===== src/rtl/des_pkg.sv =====
// Shared types and widths for the DES substitution stage.
package des_pkg;

  localparam int unsigned NUM_BOXES = 8;
  localparam int unsigned CHUNK_W   = 6;
  localparam int unsigned NIBBLE_W  = 4;
  localparam int unsigned PRE_W     = 48;
  localparam int unsigned POST_W    = 32;

  typedef enum logic [1:0] {
    IDLE,
    RUN,
    DONE
  } sbox_state_t;

endpackage


===== src/rtl/sbox_lut.sv =====
// Combinational DES S-box lookup; one of eight standard tables selected by box_sel.
module sbox_lut
  import des_pkg::*;
(
  input  logic [2:0]          box_sel,
  input  logic [CHUNK_W-1:0]  in_6bit,
  output logic [NIBBLE_W-1:0] out_4bit
);

  // Each table is rows 0..3 concatenated, row-major, column 0 in the top nibble.
  localparam logic [255:0] S1_TBL = {64'hE4D12FB83A6C5907, 64'h0F74E2D1A6CB9538,
                                     64'h41E8D62BFC973A50, 64'hFC8249175B3EA06D};
  localparam logic [255:0] S2_TBL = {64'hF18E6B34972DC05A, 64'h3D47F28EC01A69B5,
                                     64'h0E7BA4D158C6932F, 64'hD8A13F42B67C05E9};
  localparam logic [255:0] S3_TBL = {64'hA09E63F51DC7B428, 64'hD709346A285ECBF1,
                                     64'hD6498F30B12C5AE7, 64'h1AD069874FE3B52C};
  localparam logic [255:0] S4_TBL = {64'h7DE3069A1285BC4F, 64'hD8B56F03472C1AE9,
                                     64'hA690CB7DF13E5284, 64'h3F06A1D8945BC72E};
  localparam logic [255:0] S5_TBL = {64'h2C417AB6853FD0E9, 64'hEB2C47D150FA3986,
                                     64'h421BAD78F9C5630E, 64'hB8C71E2D6F09A453};
  localparam logic [255:0] S6_TBL = {64'hC1AF92680D34E75B, 64'hAF427C9561DE0B38,
                                     64'h9EF528C3704A1DB6, 64'h432C95FABE17608D};
  localparam logic [255:0] S7_TBL = {64'h4B2EF08D3C975A61, 64'hD0B7491AE35C2F86,
                                     64'h14BDC37EAF680592, 64'h6BD814A7950FE23C};
  localparam logic [255:0] S8_TBL = {64'hD2846FB1A93E50C7, 64'h1FD8A374C56B0E92,
                                     64'h7B419CE206ADF358, 64'h21E74A8DFC90356B};

  logic [255:0] tbl;
  logic [5:0]   idx;

  always_comb begin
    tbl = '0;
    case (box_sel)
      3'd0:    tbl = S1_TBL;
      3'd1:    tbl = S2_TBL;
      3'd2:    tbl = S3_TBL;
      3'd3:    tbl = S4_TBL;
      3'd4:    tbl = S5_TBL;
      3'd5:    tbl = S6_TBL;
      3'd6:    tbl = S7_TBL;
      3'd7:    tbl = S8_TBL;
      default: tbl = '0;
    endcase
  end

  // Entry n sits at bits [255-4n -: 4], i.e. low bit 4*(63-n) = 4*~n.
  always_comb begin
    idx      = {in_6bit[5], in_6bit[0], in_6bit[4:1]};
    out_4bit = tbl[{~idx, 2'b00} +: 4];
  end

endmodule


===== src/rtl/sbox_sequencer.sv =====
// DES substitution stage: eight 6-bit chunks walked through one shared S-box, one per clock.
module sbox_sequencer
  import des_pkg::*;
(
  input  logic              clk,
  input  logic              rst,
  input  logic              in_valid,
  output logic              in_ready,
  input  logic [PRE_W-1:0]  in_data,
  output logic              out_valid,
  input  logic              out_ready,
  output logic [POST_W-1:0] out_data,
  output logic              busy
);

  sbox_state_t         state_q, state_d;
  logic [PRE_W-1:0]    word_q, word_d;
  logic [2:0]          box_idx_q, box_idx_d;
  logic [POST_W-1:0]   acc_q, acc_d;
  logic [CHUNK_W-1:0]  chunk;
  logic [NIBBLE_W-1:0] nibble;

  always_comb begin
    chunk = '0;
    for (int unsigned b = 0; b < NUM_BOXES; b++) begin
      if (box_idx_q == 3'(b)) chunk = word_q[PRE_W-1-CHUNK_W*b -: CHUNK_W];
    end
  end

  sbox_lut u_lut (
    .box_sel  (box_idx_q),
    .in_6bit  (chunk),
    .out_4bit (nibble)
  );

  always_comb begin
    state_d   = state_q;
    word_d    = word_q;
    box_idx_d = box_idx_q;
    acc_d     = acc_q;
    in_ready  = 1'b0;
    out_valid = 1'b0;

    case (state_q)
      IDLE: begin
        in_ready = 1'b1;
      end
      RUN: begin
        acc_d = {acc_q[POST_W-NIBBLE_W-1:0], nibble};
        if (box_idx_q == 3'(NUM_BOXES-1)) state_d = DONE;
        else                              box_idx_d = box_idx_q + 3'd1;
      end
      DONE: begin
        out_valid = 1'b1;
        in_ready  = out_ready;
        if (out_ready && !in_valid) state_d = IDLE;
      end
      default: state_d = IDLE;
    endcase

    // A load from IDLE or from DONE (overlapped with the output transfer).
    if (in_ready && in_valid) begin
      word_d    = in_data;
      box_idx_d = '0;
      acc_d     = '0;
      state_d   = RUN;
    end
  end

  always_ff @(posedge clk) begin
    if (rst) begin
      state_q   <= IDLE;
      word_q    <= '0;
      box_idx_q <= '0;
      acc_q     <= '0;
    end else begin
      state_q   <= state_d;
      word_q    <= word_d;
      box_idx_q <= box_idx_d;
      acc_q     <= acc_d;
    end
  end

  assign out_data = acc_q;
  assign busy     = (state_q != IDLE);

endmodule


===== config.mk =====
export PLATFORM = sky130hd
export DESIGN_NAME = sbox_sequencer
export DESIGN_NICKNAME = d
export VERILOG_FILES = /design/src/rtl/des_pkg.sv /design/src/rtl/sbox_lut.sv /design/src/rtl/sbox_sequencer.sv
export SDC_FILE = /design/constraint.sdc
export NUM_CORES = 1
export LEC_CHECK = 0
export ABC_AREA = 1
export BUFFER_PORTS_ARGS = -buffer_cell sky130_fd_sc_hd__buf_4
export CAP_MARGIN = 10
export CORE_MARGIN = 1.5
export CORE_UTILIZATION = 50
export CTS_BUF_LIST = sky130_fd_sc_hd__clkbuf_4 sky130_fd_sc_hd__clkbuf_8
export DETAILED_ROUTE_END_ITERATION = 8
export MAX_ROUTING_LAYER = met4
export PLACE_DENSITY = 0.69
export SLEW_MARGIN = 20
export SYNTH_ARGS = -nofsm -noshare
export SYNTH_HDL_FRONTEND = slang
export SYNTH_SLANG_ARGS = --single-unit

===== constraint.sdc =====
create_clock -name clk -period 2.6 [get_ports clk]
set_input_delay 0.13 -clock clk [delete_from_list [all_inputs] [get_ports clk]]
set_output_delay 0.13 -clock clk [all_outputs]
set_load 0.005 [all_outputs]

==> impl_metrics.json <==
{
  "fmax_mhz": 361,
  "critical_path.endpoint": "out_data[2]",
  "syn_to_final_growth_pct": 44.8,
  "dr.pass1.iters": 5,
  "avgSynthCellArea_um2": 7.23,
  "fp.dieH_um": 144,
  "cp_max_fo": 8,
  "setup_violations": 4,
  "fin_nets": 1734,
  "finalWeightedCongestion": 1.05,
  "place_ws_ns": -0.227,
  "vias": 11200,
  "clkTransAtPathRegs_ns": 0.07,
  "end_kind": "flop",
  "cp.required_ns": 3.05,
  "numCtsBuffers": 40,
  "rr_worst_depth": 22,
  "clockBufferDepth": 3,
  "via_per_inst": 5.72,
  "grt_pass1_wl_um": 59300,
  "min_period_over_period_pct": 106,
  "postSynthCellCount": 1383,
  "drv_cap": 0,
  "seqCellArea_mm2": 0.00473,
  "skew_ns": 0.0370,
  "cp.arrival_ns": 3.22,
  "ant_nets": 0,
  "r2r_slack_ns": -0.17,
  "ys_seq_elements": 236,
  "rows": 51,
  "drc": 0,
  "tightest_slew_ns": 0.715,
  "ys_warn_count": 0,
  "status": "finished, violations left",
  "hp-class": "primary input to flop",
  "die_area_mm2": 0.0208,
  "ys_seq_area_share_pct": 47.3,
  "path_cells": "inv_6, ha_4, nand3_1, nand2_1, nand3_1, nand3_2, nand3_1, nand2_2, nand2_2, a21oi_4, buf_12, buf_6, buf_16, nand3_1, nand3_2, nand3_4, nand3_1, nand2_1, nand2_1, nand3_2, nand2_1, inv_1",
  "grt_max_degree": 79,
  "startpoint_type": "flop",
  "port_buffers": 86,
  "multi_input_area_mm2": 0.00477,
  "cp.depth": 22,
  "ir_worst_vdd_mv": 0.533,
  "drt_wl_total_um": 39900,
  "drv_slew": 0,
  "critPathSlowestCell": "dfxtp_4",
  "grt_overflow": 0,
  "synth_edf_count": 0,
  "cp-startpoint": "box_idx_q[0]",
  "fill_cells": 1478,
  "synth_nets": 1449,
  "start_util_pct": 51.2,
  "max_stage_delay_ns": 0.37,
  "die_w_um": 144,
  "netlist_area_mm2": 0.0100,
  "ys.flop_type": "dfxtp_1",
  "r2r-start": "box_idx_q[0]",
  "power_density_mw_per_mm2": 702,
  "clock_latency_ns": 0.58,
  "dp_hpwl_um": 23800,
  "wl_per_cell_um": 20.3,
  "violations": "setup timing",
  "cts_root_buf": "clkbuf_8",
  "synth.distinct_cells": 27,
  "cts_sinks": 236,
  "design.core.area_mm2": 0.0195,
  "grt_pass1_vias": 10700,
  "ios": 87,
  "htreeDepth": 2,
  "grt_usage_pct": 39.1,
  "finalCriticalPeriod_ns": 2.77,
  "drive_gt1_share_pct": 24.0,
  "final_common_cell": "nand2_1",
  "crit_family": "simple AND/OR/NAND/NOR gates",
  "final_cell_mix": "nand2_1 (379), nand3_1 (287), dfxtp_1 (234), buf_4 (186), inv_1 (98)",
  "timing.final.ws_setup_ns": -0.169,
  "r2r-end": "out_data[2]",
  "rsz0062_at_grt": "true",
  "fin_tns_setup_ns": -0.581,
  "path_common_cell": "nand3_1",
  "hold_viol_final": 0,
  "path_buf_inv": 5,
  "antenna_found_initial": 1,
  "p_leak_nw": 6.79,
  "slew_headroom_pct": 52.3,
  "first_iter_violations": 1213,
  "cts_tree": "built",
  "async_reset_ff_share_pct": 0,
  "path_class": "flop to flop",
  "finalPower_w": 0.0102
}
## Yosys cell counts, types with 2 or more instances
library cell	instances	area (um^2)
clkbuf_1	39	146
nand2_2	2	12.5
dfxtp_1	236	4720
ha_1	14	175
o22ai_1	2	12.5
nand2_4	2	22.5
o211ai_1	5	37.5
inv_2	3	11.3
inv_1	107	402
buf_4	11	82.6
o21ai_1	4	20.0
a21oi_1	92	460
nand3_1	325	1630
nor2_1	36	135
buf_6	9	101
buf_2	22	110
buf_1	3	11.3
nand3b_1	13	97.6
o21ai_0	46	230
clkinv_1	7	26.3
nand2_1	399	1500
## layer usage
metal / global-route usage [%] / share of wire, % / vias up
li1: - / - / 5092
met1: 49.9 / 39 / 5238
met2: 58.6 / 45 / 741
met3: 8.08 / 11 / 170
met4: 19.6 / 5.0 / 0
met5: - / 0 / -
## through the flow
stage | area, um^2 | hold slack, ns | std cells | utilization [%]
CTS | 14200 | 0.0230 | 1958 | 72.7
finish | 14500 | 0.0526 | 1964 | 74.1
detailed placement | 11800 | 0.418 | 1779 | 60.6
floorplan | 10000 | 0.298 | 1383 | -
global route | 14500 | 0.0573 | 1964 | 74.1
global placement | 11800 | 0.409 | 1779 | 60.6
## where the power goes
group          internal [W]  leakage, nW  switching (W)
Sequential          0.00384         1.93       0.000104
Combinational       0.00107         4.39        0.00147
Clock               0.00210        0.468        0.00157
Total               0.00701         6.79        0.00315
## flip-flops by register name, summed over array words and instances (netlist names)
signal / cells
out_data: 32
word_q: 48
state_q: 2
box_idx_q: 3
u_lut.tbl: 151
## logic make-up (layout without fill, tap and decap cells)
| kind of cell | Yosys count | count (layout) | share of synthesized area [%] |
|---|---|---|---|
| DFF | 236 | 236 | 47.3 |
| and+or+nand+nor | 779 | 779 | 34.1 |
| AOI/OAI and AO/OA | 151 | 151 | 7.86 |
| xor gates and xnor gates | 1 | 1 | 0.0876 |
| adders and majority gates | 14 | 14 | 1.75 |
| buffers and inverters | 202 | 517 | 8.98 |
| other | 0 | 1 | 0 |
## worst min-delay path by stage
stage / start / endpoint / cells past startpoint
6_report: in_valid / state_q[1] / 3
5_1_grt: in_valid / state_q[1] / 3
4_1_cts: in_valid / state_q[1] / 3
3_5_place_dp: in_data[39] / word_q[39] / 3
3_3_place_gp: in_data[11] / word_q[11] / 3
2_1_floorplan: in_data[30] / word_q[30] / 2
## layout make-up
| cell class | instances | share of cell area (%) |
|---|---|---|
| Tap cell | 265 | 2.29 |
| Sequential cell | 236 | 32.7 |
| Inverter | 118 | 3.19 |
| Timing Repair Buffer | 327 | 22.7 |
| Multi-Input combinational cell | 945 | 33.0 |
| Clock buffer | 60 | 5.32 |
| Antenna cell | 1 | 0.0173 |
| Clock inverter | 12 | 0.795 |
## worst reg2reg max path, stage by stage, from the launching register on
cell     delay (ns)
dfxtp_4        0.37
inv_6          0.08
ha_4           0.17
nand3_1        0.11
nand2_1        0.11
nand3_1        0.11
nand3_2        0.08
nand3_1        0.10
nand2_2        0.09
nand2_2        0.07
a21oi_4        0.19
buf_12         0.15
buf_6          0.11
buf_16         0.13
nand3_1        0.13
nand3_2        0.12
nand3_4        0.08
nand3_1        0.10
nand2_1        0.06
nand2_1        0.08
nand3_2        0.08
nand2_1        0.08
inv_1          0.03
## repair_timing
item | 4_1_cts | 5_1_grt
cloned | 7 | 1
hold buffers | 87 | 0
buffers inserted | 13 | 4
endpoints found under the hold margin | 50 | 0
pin swaps | 26 | 15
setup endpoints to repair | 62 | 88
gates resized for setup | 71 | 52
Note: power is estimated with default switching activity, not from simulation.
